### src/rtl/reg8_serial_reader.sv
// Serial readout of a parallel register value: start bit, data LSB-first, stop bit,
// each bit held for DIV clock cycles, with busy/ready status and a done pulse.
module reg8_serial_reader #(
    parameter int WIDTH = 8,
    parameter int DIV   = 4
) (
    input  logic             clk,
    input  logic             rst,
    input  logic             en,
    input  logic [WIDTH-1:0] d,
    output logic             ready,
    output logic             busy,
    output logic             sdo,
    output logic             done
);

    localparam int CW = (DIV > 1) ? $clog2(DIV) : 1;
    localparam int IW = (WIDTH > 1) ? $clog2(WIDTH) : 1;
    localparam logic [CW-1:0] CNT_LAST = CW'(DIV - 1);
    localparam logic [IW-1:0] IDX_LAST = IW'(WIDTH - 1);

    typedef enum logic [1:0] {
        S_IDLE  = 2'd0,
        S_START = 2'd1,
        S_DATA  = 2'd2,
        S_STOP  = 2'd3
    } state_t;

    state_t           state_q, state_d;
    logic [CW-1:0]    cnt_q, cnt_d;
    logic [IW-1:0]    idx_q, idx_d;
    logic [WIDTH-1:0] sh_q, sh_d;
    logic             sdo_q, sdo_d;
    logic             busy_q, busy_d;
    logic             done_q, done_d;

    logic             bit_end_s;
    logic [WIDTH-1:0] sh_shift_s;

    assign bit_end_s  = (cnt_q == CNT_LAST);
    assign sh_shift_s = sh_q >> 1'b1;

    // State register and registered outputs; reset aborts any frame without a done pulse
    always_ff @(posedge clk or posedge rst) begin
        if (rst) begin
            state_q <= S_IDLE;
            cnt_q   <= '0;
            idx_q   <= '0;
            sh_q    <= '0;
            sdo_q   <= 1'b1;
            busy_q  <= 1'b0;
            done_q  <= 1'b0;
        end else begin
            state_q <= state_d;
            cnt_q   <= cnt_d;
            idx_q   <= idx_d;
            sh_q    <= sh_d;
            sdo_q   <= sdo_d;
            busy_q  <= busy_d;
            done_q  <= done_d;
        end
    end

    // Next-state and next-output logic; the bit-time counter wraps at the end of every bit
    always_comb begin
        state_d = state_q;
        cnt_d   = bit_end_s ? '0 : cnt_q + CW'(1);
        idx_d   = idx_q;
        sh_d    = sh_q;
        sdo_d   = sdo_q;
        busy_d  = busy_q;
        done_d  = 1'b0;

        case (state_q)
            S_IDLE: begin
                cnt_d  = '0;
                idx_d  = '0;
                sdo_d  = 1'b1;
                busy_d = 1'b0;
                if (en) begin
                    state_d = S_START;
                    sh_d    = d;
                    sdo_d   = 1'b0;
                    busy_d  = 1'b1;
                end else begin
                    state_d = S_IDLE;
                end
            end

            S_START: begin
                if (bit_end_s) begin
                    state_d = S_DATA;
                    idx_d   = '0;
                    sdo_d   = sh_q[0];
                end else begin
                    state_d = S_START;
                end
            end

            S_DATA: begin
                if (bit_end_s) begin
                    sh_d = sh_shift_s;
                    if (idx_q == IDX_LAST) begin
                        state_d = S_STOP;
                        sdo_d   = 1'b1;
                    end else begin
                        state_d = S_DATA;
                        idx_d   = idx_q + IW'(1);
                        sdo_d   = sh_shift_s[0];
                    end
                end else begin
                    state_d = S_DATA;
                end
            end

            S_STOP: begin
                if (bit_end_s) begin
                    // ready rises with this edge, so a load is only taken on the done cycle
                    state_d = S_IDLE;
                    busy_d  = 1'b0;
                    done_d  = 1'b1;
                    sdo_d   = 1'b1;
                end else begin
                    state_d = S_STOP;
                end
            end

            default: begin
                state_d = S_IDLE;
                cnt_d   = '0;
                idx_d   = '0;
                sdo_d   = 1'b1;
                busy_d  = 1'b0;
            end
        endcase
    end

    assign ready = ~busy_q;
    assign busy  = busy_q;
    assign sdo   = sdo_q;
    assign done  = done_q;

endmodule

### config.mk
export PLATFORM = sky130hd
export DESIGN_NAME = reg8_serial_reader
export DESIGN_NICKNAME = d
export VERILOG_FILES = /design/src/rtl/reg8_serial_reader.sv
export SDC_FILE = /design/constraint.sdc
export NUM_CORES = 1
export LEC_CHECK = 0
export CAP_MARGIN = 40
export CELL_PAD_IN_SITES_DETAIL_PLACEMENT = 1
export CELL_PAD_IN_SITES_GLOBAL_PLACEMENT = 1
export CORE_MARGIN = 2
export CORE_UTILIZATION = 41
export DETAILED_ROUTE_END_ITERATION = 10
export PLACE_DENSITY_LB_ADDON = 0.1
export SLEW_MARGIN = 20
export SYNTH_ARGS = -nofsm -noshare
export SYNTH_HDL_FRONTEND = slang
export SYNTH_SLANG_ARGS = --single-unit
### constraint.sdc
create_clock -name clk -period 1.8 [get_ports clk]
set_input_delay 0.45 -clock clk [delete_from_list [all_inputs] [get_ports clk]]
set_output_delay 0.45 -clock clk [all_outputs]
set_load 0.005 [all_outputs]
Yosys cells after proc, flatten, opt, wreduce, memory -nomap -nowiden:

Cells that the tools add are included.

* bitwise operators: 1
* equality and inequality tests: 10
* mux-type cells: 26
* reductions and logical operators: 8
* add/subtract/negate cells: 2

Operator list (number)
* $mux 8: 2
* $pmux 8 s2: 1
* $mux 1: 11
* $mux 2: 5
* $ne 2x2->1 const B: 5
* $mux 3: 3
* $pmux 3 s3: 1
* $pmux 2 s4: 1
* $eq 2x2->1 const B: 3
* $reduce_and 3->1: 2
* $pmux 1 s4: 1
* $reduce_and 4->1: 1
* $reduce_bool 2->1: 2
* $add 3x1->3 const B: 1
* $eq 3x3->1 const B: 1
* $reduce_bool 3->1: 1
* $add 2x1->2 const B: 1
* $eq 2x1->1 const B: 1
* $logic_not 2->1: 1
* $pmux 1 s2: 1
* $reduce_and 2->1: 1
* $not 1->1: 1

* word-level logic and storage cells: 54
* register bits: 18
* bits of input ports: 11
* output and inout bits: 4

Depth between registers and ports, before layout:

Gate-level depths: netlist (run 1).

* word-level depth: 4
* gate-level depth with buffers: 5
* gate-level depth less buffers: 5

Least setup slack after synthesis (run 1):

OpenSTA, ideal clock, no wires.

* kind: flip-flop to flip-flop
* from: register idx_q[0]
* to: register idx_q[0]
* library setup time: 0.125 ns
* buffers on the path: 0
* data required time: 1.675 ns
* stages on the path, launching flop included: 6
* data arrival time: 1.388 ns
* slack: 0.287 ns
* period minus slack after synthesis: 1.513 ns
* cell sequence: dfrtp_1 -> ha_1 -> ha_1 -> nand2b_1 -> a22o_1 -> mux2_2

* longest elaborated chain between the ends: 4
* elaborated cells between the ends (all ways): 7
* those cells by class: 1 x add/sub; 2 x eq/ne; 3 x mux; 1 x reduce/logical

RTL lines
* start: declaration: RTL line 31 `logic [IW-1:0] idx_q, idx_d;`
* start signal: assignment: RTL line 56 `idx_q <= idx_d;`
* $add 3x1->3: RTL line 108 `idx_d = idx_q + IW'(1);`
* $mux 3: RTL line 103 `if (idx_q == IDX_LAST) begin`
* $mux 3: RTL line 101 `if (bit_end_s) begin`
* $pmux 3 s3: RTL line 74 `case (state_q)`

Parallel ways exist; a longest one is shown, timed or not. The select of a mux whose other input is x is not followed.
A chain may end at the register's enable or synchronous reset.

Final worst setup path (run 1):

* from: register busy_q (netlist: busy)
* to: output port ready

* longest elaborated chain between the ends: 1

RTL lines
* start: declaration: RTL line 34 `logic busy_q, busy_d;`
* start signal: assignment: RTL line 59 `busy_q <= busy_d;`
* $not 1->1: RTL line 138 `assign ready = ~busy_q;`
* end: declaration: RTL line 11 `output logic ready,`

No other way between the ends.

==> flow_metrics.env, run 1 <==
export IMPL_core_sq_um=2170
export IMPL_viasPerCell=5.17
export IMPL_ys_seq_elements=18
export IMPL_setup_tns_ns=0
export IMPL_clk_latency_ns=0.30
export IMPL_ant_nets=0
export IMPL_rows=17
export IMPL_finalPower_w=0.00177
export IMPL_crit_slowest_cell="clkdlybuf4s50_1"
export IMPL_crit_type="reg -> out"
export IMPL_final_cell_mix="17 x dfrtp_1, 13 x clkdlybuf4s50_1, 8 x mux2_2"
export IMPL_gp_congestion=0.689
export IMPL_worstPathCellList="inv_1, clkdlybuf4s50_1"
export IMPL_tightest_slew_ns=0.356
export IMPL_maxCapViolations=0
export IMPL_ios=15
export IMPL_max_freq_mhz=593
export IMPL_synth_xor_xnor_area_share_pct=0.950
export IMPL_cts_tree="built"
export IMPL_start_kind="register"
export IMPL_cts_buffers=3
export IMPL_arrival_ns=1.24
export IMPL_numPortBuffers=14
export IMPL_antenna_cells=0
export IMPL_postCtsSetupBuffers=0
export IMPL_drc=0
export IMPL_drt_iter0_drc=3
export IMPL_grt_max_degree=12
export IMPL_start_util_pct=42.5
export IMPL_p_per_area_nw_per_um2=1520
export IMPL_drv_slew=0
export IMPL_cts_buffer_depth=2
export IMPL_rsz0062_at_grt="no"
export IMPL_final_common_cell="dfrtp_1"
export IMPL_synthArstFlopShare_pct=100
export IMPL_muxShareOfSynthArea_pct=22.3
export IMPL_synth_avg_cell_area_sq_um=12.5
export IMPL_die_y_um=51.4
export IMPL_routedWlPerCell_um=14.5
export IMPL_finalSetupViolations=0
export IMPL_drive_above_1_share_pct=30.5
export IMPL_ir_worst_vdd_uv=1010
export IMPL_synthAdderAreaFrac_pct=4.07
export IMPL_grt_usage_pct=16.6
export IMPL_finalCriticalPeriod_ns=1.69
export IMPL_ys_flop_type="dfrtp_1"
export IMPL_synth_top_family_by_area="multiplexers"
export IMPL_htree_levels=1
export IMPL_critPathMaxFanout=3
export IMPL_die_area_sq_um=2640
export IMPL_place_hpwl_mm=1.35
export IMPL_post_synth_num_cell_types=26
export IMPL_grt_pass1_vias=680
export IMPL_holdWs_ns=0.408
export IMPL_seq_area_frac_synth_pct=49.0
export IMPL_nets=110
export IMPL_yosys_area_top_type="dfrtp_1"
export IMPL_cts_root_buffer="clkbuf_4"
export IMPL_synth_top_cell_area_share_pct=46.1
export IMPL_syn2layout_area_growth_pct=26.1
export IMPL_grt_pass1_wl_mm=3.12
export IMPL_dr_pass1_iters=4
export IMPL_crit_buf_inv=2
export IMPL_synth_edf_count=0
export IMPL_globalRoute_totalOverflow=0
export IMPL_synth_nets=88
export IMPL_status="completed"
export IMPL_max_stage_delay_ns=0.49
export IMPL_clock_sinks=18
export IMPL_hold_path_class="in -> async"
export IMPL_syn_cell_area_sq_um=922
export IMPL_synth_warnings=0
export IMPL_maxSlewHeadroom_pct=76.2
export IMPL_antenna_found_initial=0
export IMPL_final_hold_violation_count=0
export IMPL_crit_family="buffers and inverters"
export IMPL_clock_skew_final_ns=0.00400
export IMPL_synth_compound_area_share_pct=9.23
export IMPL_clk_transition_reported_paths_ns=0.11
export IMPL_wl_mm=1.79
export IMPL_syn_inst=74
export IMPL_p_leak_nw=0.533
export IMPL_die_w_um=51.4
export IMPL_finalCritPeriodShare_pct=93.8
export IMPL_cp_required_ns=1.35
export IMPL_synth_area_top_cells="dfrtp_1 46%, mux2_4 11%, mux2_2 9.8%"
export IMPL_yosys_area_share_simple_pct=10.4
export IMPL_via_count=636
export IMPL_cp_end_kind="primary output"
## timing repair
item / CTS / global route
hold buffers: 0 / 0
resized for setup: 0 / 1
setup endpoints to repair: 0 / 1
## final cells by class
cell class / instances / area [sq um]
Fill cell: 251 / 1010
Sequential cell: 18 / 452
Multi-Input combinational cell: 49 / 433
Timing Repair Buffer: 21 / 195
Clock buffer: 4 / 36.3
Tap cell: 28 / 35.0
Inverter: 3 / 11.3
## Yosys cell counts, drive strengths merged (2+ instances only)
library cell	number
nand2b	2
nand2	3
buf	4
dfrtp	17
nor2b	3
o21ai	4
mux2	15
nor2	4
inv	3
a22o	4
ha	3
nor3	2
## kinds of logic after synthesis
family / count (synthesis)
compound gates: 12
mux: 16
fa+ha+maj: 3
xor+xnor: 1
flops: 18
simple gates: 17
buf+inv: 7
## registers in the layout, indices dropped and copies added, names as in the netlist
name,flops
done,1
state_q,2
sdo,1
sh_q,8
idx_q,3
busy,1
cnt_q,2
## power by group
group | total (W) | switching, W | internal, W
Combinational | 0.000817 | 0.000334 | 0.000482
Sequential | 0.000699 | 0.000108 | 0.000591
Clock | 0.000252 | 0.000129 | 0.000123
Total | 0.00177 | 0.000571 | 0.00120
## worst reg2reg max path: stages (launching register included)
cell	delay, ns
dfrtp_1	0.40
ha_1	0.20
ha_1	0.22
nand2b_1	0.17
a22o_1	0.27
mux2_2	0.27
## per-layer routing
layer	GRT usage [%]	vias up	share of wire, %
met3	3.51	5	2.7
met5	0	-	0
met2	25.9	11	49
met4	9.21	0	2.5
met1	21.4	318	46
li1	-	302	-
## path summary, 6_finish.rpt
| check | cells past startpoint | slack [ns] | startpoint | to |
|---|---|---|---|---|
| max | 2 | 0.11 | busy | ready |
| min | 2 | 0.41 | rst | cnt_q[0] |
| max reg2reg | 5 | 0.17 | idx_q[0] | idx_q[0] |
| min reg2reg | 1 | 0.46 | cnt_q[0] | cnt_q[0] |
| max in group asynchronous | 3 | 0.93 | rst | idx_q[2] |
| min in group clk | 1 | 0.46 | cnt_q[0] | cnt_q[0] |
## stage by stage
stage / cell area [sq um] / util [%] / setup WS [ns] / instances
floorplan: 922 / - / 0.287 / 74
global route: 1160 / 53.6 / 0.0566 / 123
finish: 1160 / 53.6 / 0.112 / 123
CTS: 1160 / 53.5 / 0.00573 / 123
global placement: 1120 / 51.8 / 0.0812 / 119
detailed placement: 1120 / 51.8 / 0.0695 / 119
Power figures use the tool's default switching activity.
==> run 2, diff against run 1 <==
--- a/config.mk
+++ b/config.mk
@@ -12,6 +12,7 @@
 export CORE_UTILIZATION = 41
 export DETAILED_ROUTE_END_ITERATION = 10
 export PLACE_DENSITY_LB_ADDON = 0.1
+export REMOVE_ABC_BUFFERS = 1
 export SLEW_MARGIN = 20
 export SYNTH_ARGS = -nofsm -noshare
 export SYNTH_HDL_FRONTEND = slang
==> flow_metrics.env, run 2 (same netlist as run 1, synthesis figures left out) <==
export IMPL_finalPower_w=0.00171
export IMPL_drc=0
export IMPL_grt_pass1_wl_mm=2.93
export IMPL_reg2regPathDepth=5
export IMPL_via_count=622
export IMPL_swShare_pct=32.9
export IMPL_reg2reg_slack_ns=0.20
export IMPL_final_hold_violation_count=0
export IMPL_hold_path_class="in -> async"
export IMPL_ant_nets=0
export IMPL_antenna_cells=0
export IMPL_cts_tree="built"
export IMPL_dr_pass1_iters=3
export IMPL_syn2layout_area_growth_pct=24.2
export IMPL_max_freq_mhz=591
export IMPL_tightest_slew_ns=0.366
export IMPL_drv_slew=0
export IMPL_routedWlPerCell_um=14.2
export IMPL_final_cell_mix="17 x dfrtp_1, 13 x clkdlybuf4s50_1, 8 x mux2_2"
export IMPL_drive_above_1_share_pct=28.7
export IMPL_power_frac_seq_pct=40.3
export IMPL_top_register="sh_q"
export IMPL_crit_type="reg -> out"
export IMPL_rsz0062_at_grt="no"
export IMPL_setup_tns_ns=0
export IMPL_clk_latency_ns=0.29
export IMPL_wl_mm=1.73
export IMPL_clock_sinks=18
export IMPL_largest_reg_flops=8
export IMPL_finalCriticalPeriod_ns=1.69
export IMPL_grt_pass1_vias=653
export IMPL_rr_startpoint="idx_q[0]"
export IMPL_gp_congestion=0.705
export IMPL_num_fill_cells=241
export IMPL_clk_transition_reported_paths_ns=0.10
export IMPL_finalSetupViolations=0
export IMPL_numPortBuffers=14
export IMPL_start_kind="register"
export IMPL_maxCapViolations=0
export IMPL_cp_end_kind="primary output"
export IMPL_start_util_pct=42.5
export IMPL_die_w_um=51.4
export IMPL_drt_iter0_drc=3
export IMPL_globalRoute_totalOverflow=0
export IMPL_intPower_w=0.00115
export IMPL_p_leak_nw=0.522
export IMPL_ios=15
export IMPL_maxSlewHeadroom_pct=75.6
export IMPL_viasPerCell=5.10
export IMPL_top_regs="sh_q: 8 flops, idx_q: 3 flops"
export IMPL_finalCritPeriodShare_pct=94.0
export IMPL_final_common_cell="dfrtp_1"
export IMPL_p_per_area_nw_per_um2=1490
export IMPL_arrival_ns=1.24
export IMPL_status="completed"
export IMPL_antenna_found_initial=0
export IMPL_die_y_um=51.4
export IMPL_cts_buffers=3
export IMPL_grt_usage_pct=15.0
export IMPL_clock_skew_final_ns=0.00752
export IMPL_cts_root_buffer="clkbuf_4"
export IMPL_cts_buffer_depth=2
export IMPL_worstReg2RegEnd="idx_q[0]"
export IMPL_hold_buffers=0
export IMPL_comb_power_share_pct=47.3
export IMPL_htree_levels=1
export IMPL_place_hpwl_mm=1.24
export IMPL_p_sw_w=0.000564
export IMPL_cp_required_ns=1.35
export IMPL_grt_max_degree=14
export IMPL_critPathMaxFanout=3
export IMPL_core_sq_um=2170
export IMPL_postCtsSetupBuffers=0
export IMPL_ir_worst_vdd_uv=669
export IMPL_pwr_share_clk_pct=12.4
export IMPL_rows=17
export IMPL_nets=109
export IMPL_die_area_sq_um=2640
-- run 2: changes by cell type in the layout (fill, tap and decap cells not counted) --
| cell | change |
|---|---|
| clkbuf_8 | -1 |
| clkbuf_1 | +1 |
| buf_4 | -1 |
-- run 2: power by group through the flow --
| stage | Sequential [W] | Combinational (W) | Clock, W |
|---|---|---|---|
| global route | 0.000718 | 0.000893 | 0.000237 |
| global placement | 0.000693 | 0.000791 | 0 |
| CTS | 0.000693 | 0.000825 | 0.000220 |
| detailed placement | 0.000700 | 0.000820 | 0 |
| floorplan | 0.000721 | 0.000511 | 0 |
| finish | 0.000690 | 0.000809 | 0.000212 |
-- run 2: metal layers --
layer / share of wire (%) / track usage [%] / up-vias
li1: - / - / 300
met1: 47 / 19.8 / 312
met2: 50 / 24.8 / 8
met3: 2.7 / 2.63 / 2
met4: 0.98 / 5.26 / 0
met5: 0 / 0 / -
-- run 2: layout make-up --
cell class	count	area, sq um	area share, %
flip-flops and latches	18	452	39.5
multi-input cells	49	433	37.8
repair buffers	20	188	16.4
well taps	28	35.0	3.06
clock buffers	4	26.3	2.30
inverters	3	11.3	0.984
-- run 2: worst max-delay path by stage --
stage | startpoint | end | cells after the start
after floorplan | state_q[1] | sh_q[0] | 3
after global placement | en | sh_q[1] | 5
after detailed placement | en | sh_q[2] | 5
after CTS | sdo | sdo | 1
after global routing | busy | ready | 2
final | busy | ready | 2
-- run 2: per-stage QoR --
| stage | cells | cell area, sq um | worst slack (ns) | utilization [%] | hold WS (ns) |
|---|---|---|---|---|---|
| 2_1_floorplan | 70 | 896 | 0.266 | - | 0.388 |
| 3_5_place_dp | 118 | 1120 | 0.0601 | 51.4 | 0.435 |
| 3_3_place_gp | 118 | 1120 | 0.0730 | 51.4 | 0.430 |
| 4_1_cts | 122 | 1140 | 0.00863 | 52.7 | 0.407 |
| 5_1_grt | 122 | 1140 | 0.0415 | 52.8 | 0.424 |
| 6_report | 122 | 1140 | 0.107 | 52.8 | 0.403 |
-- run 2: worst max-delay path, stage by stage, from the launching register on --
cell and delay, ns:
dfrtp_1 0.40, inv_1 0.06, clkdlybuf4s50_1 0.49
-- run 2: repair_timing --
action,in CTS,in global routing
setup endpoints to repair,0,1
endpoints found under the hold margin,0,0
gates resized for setup,0,1
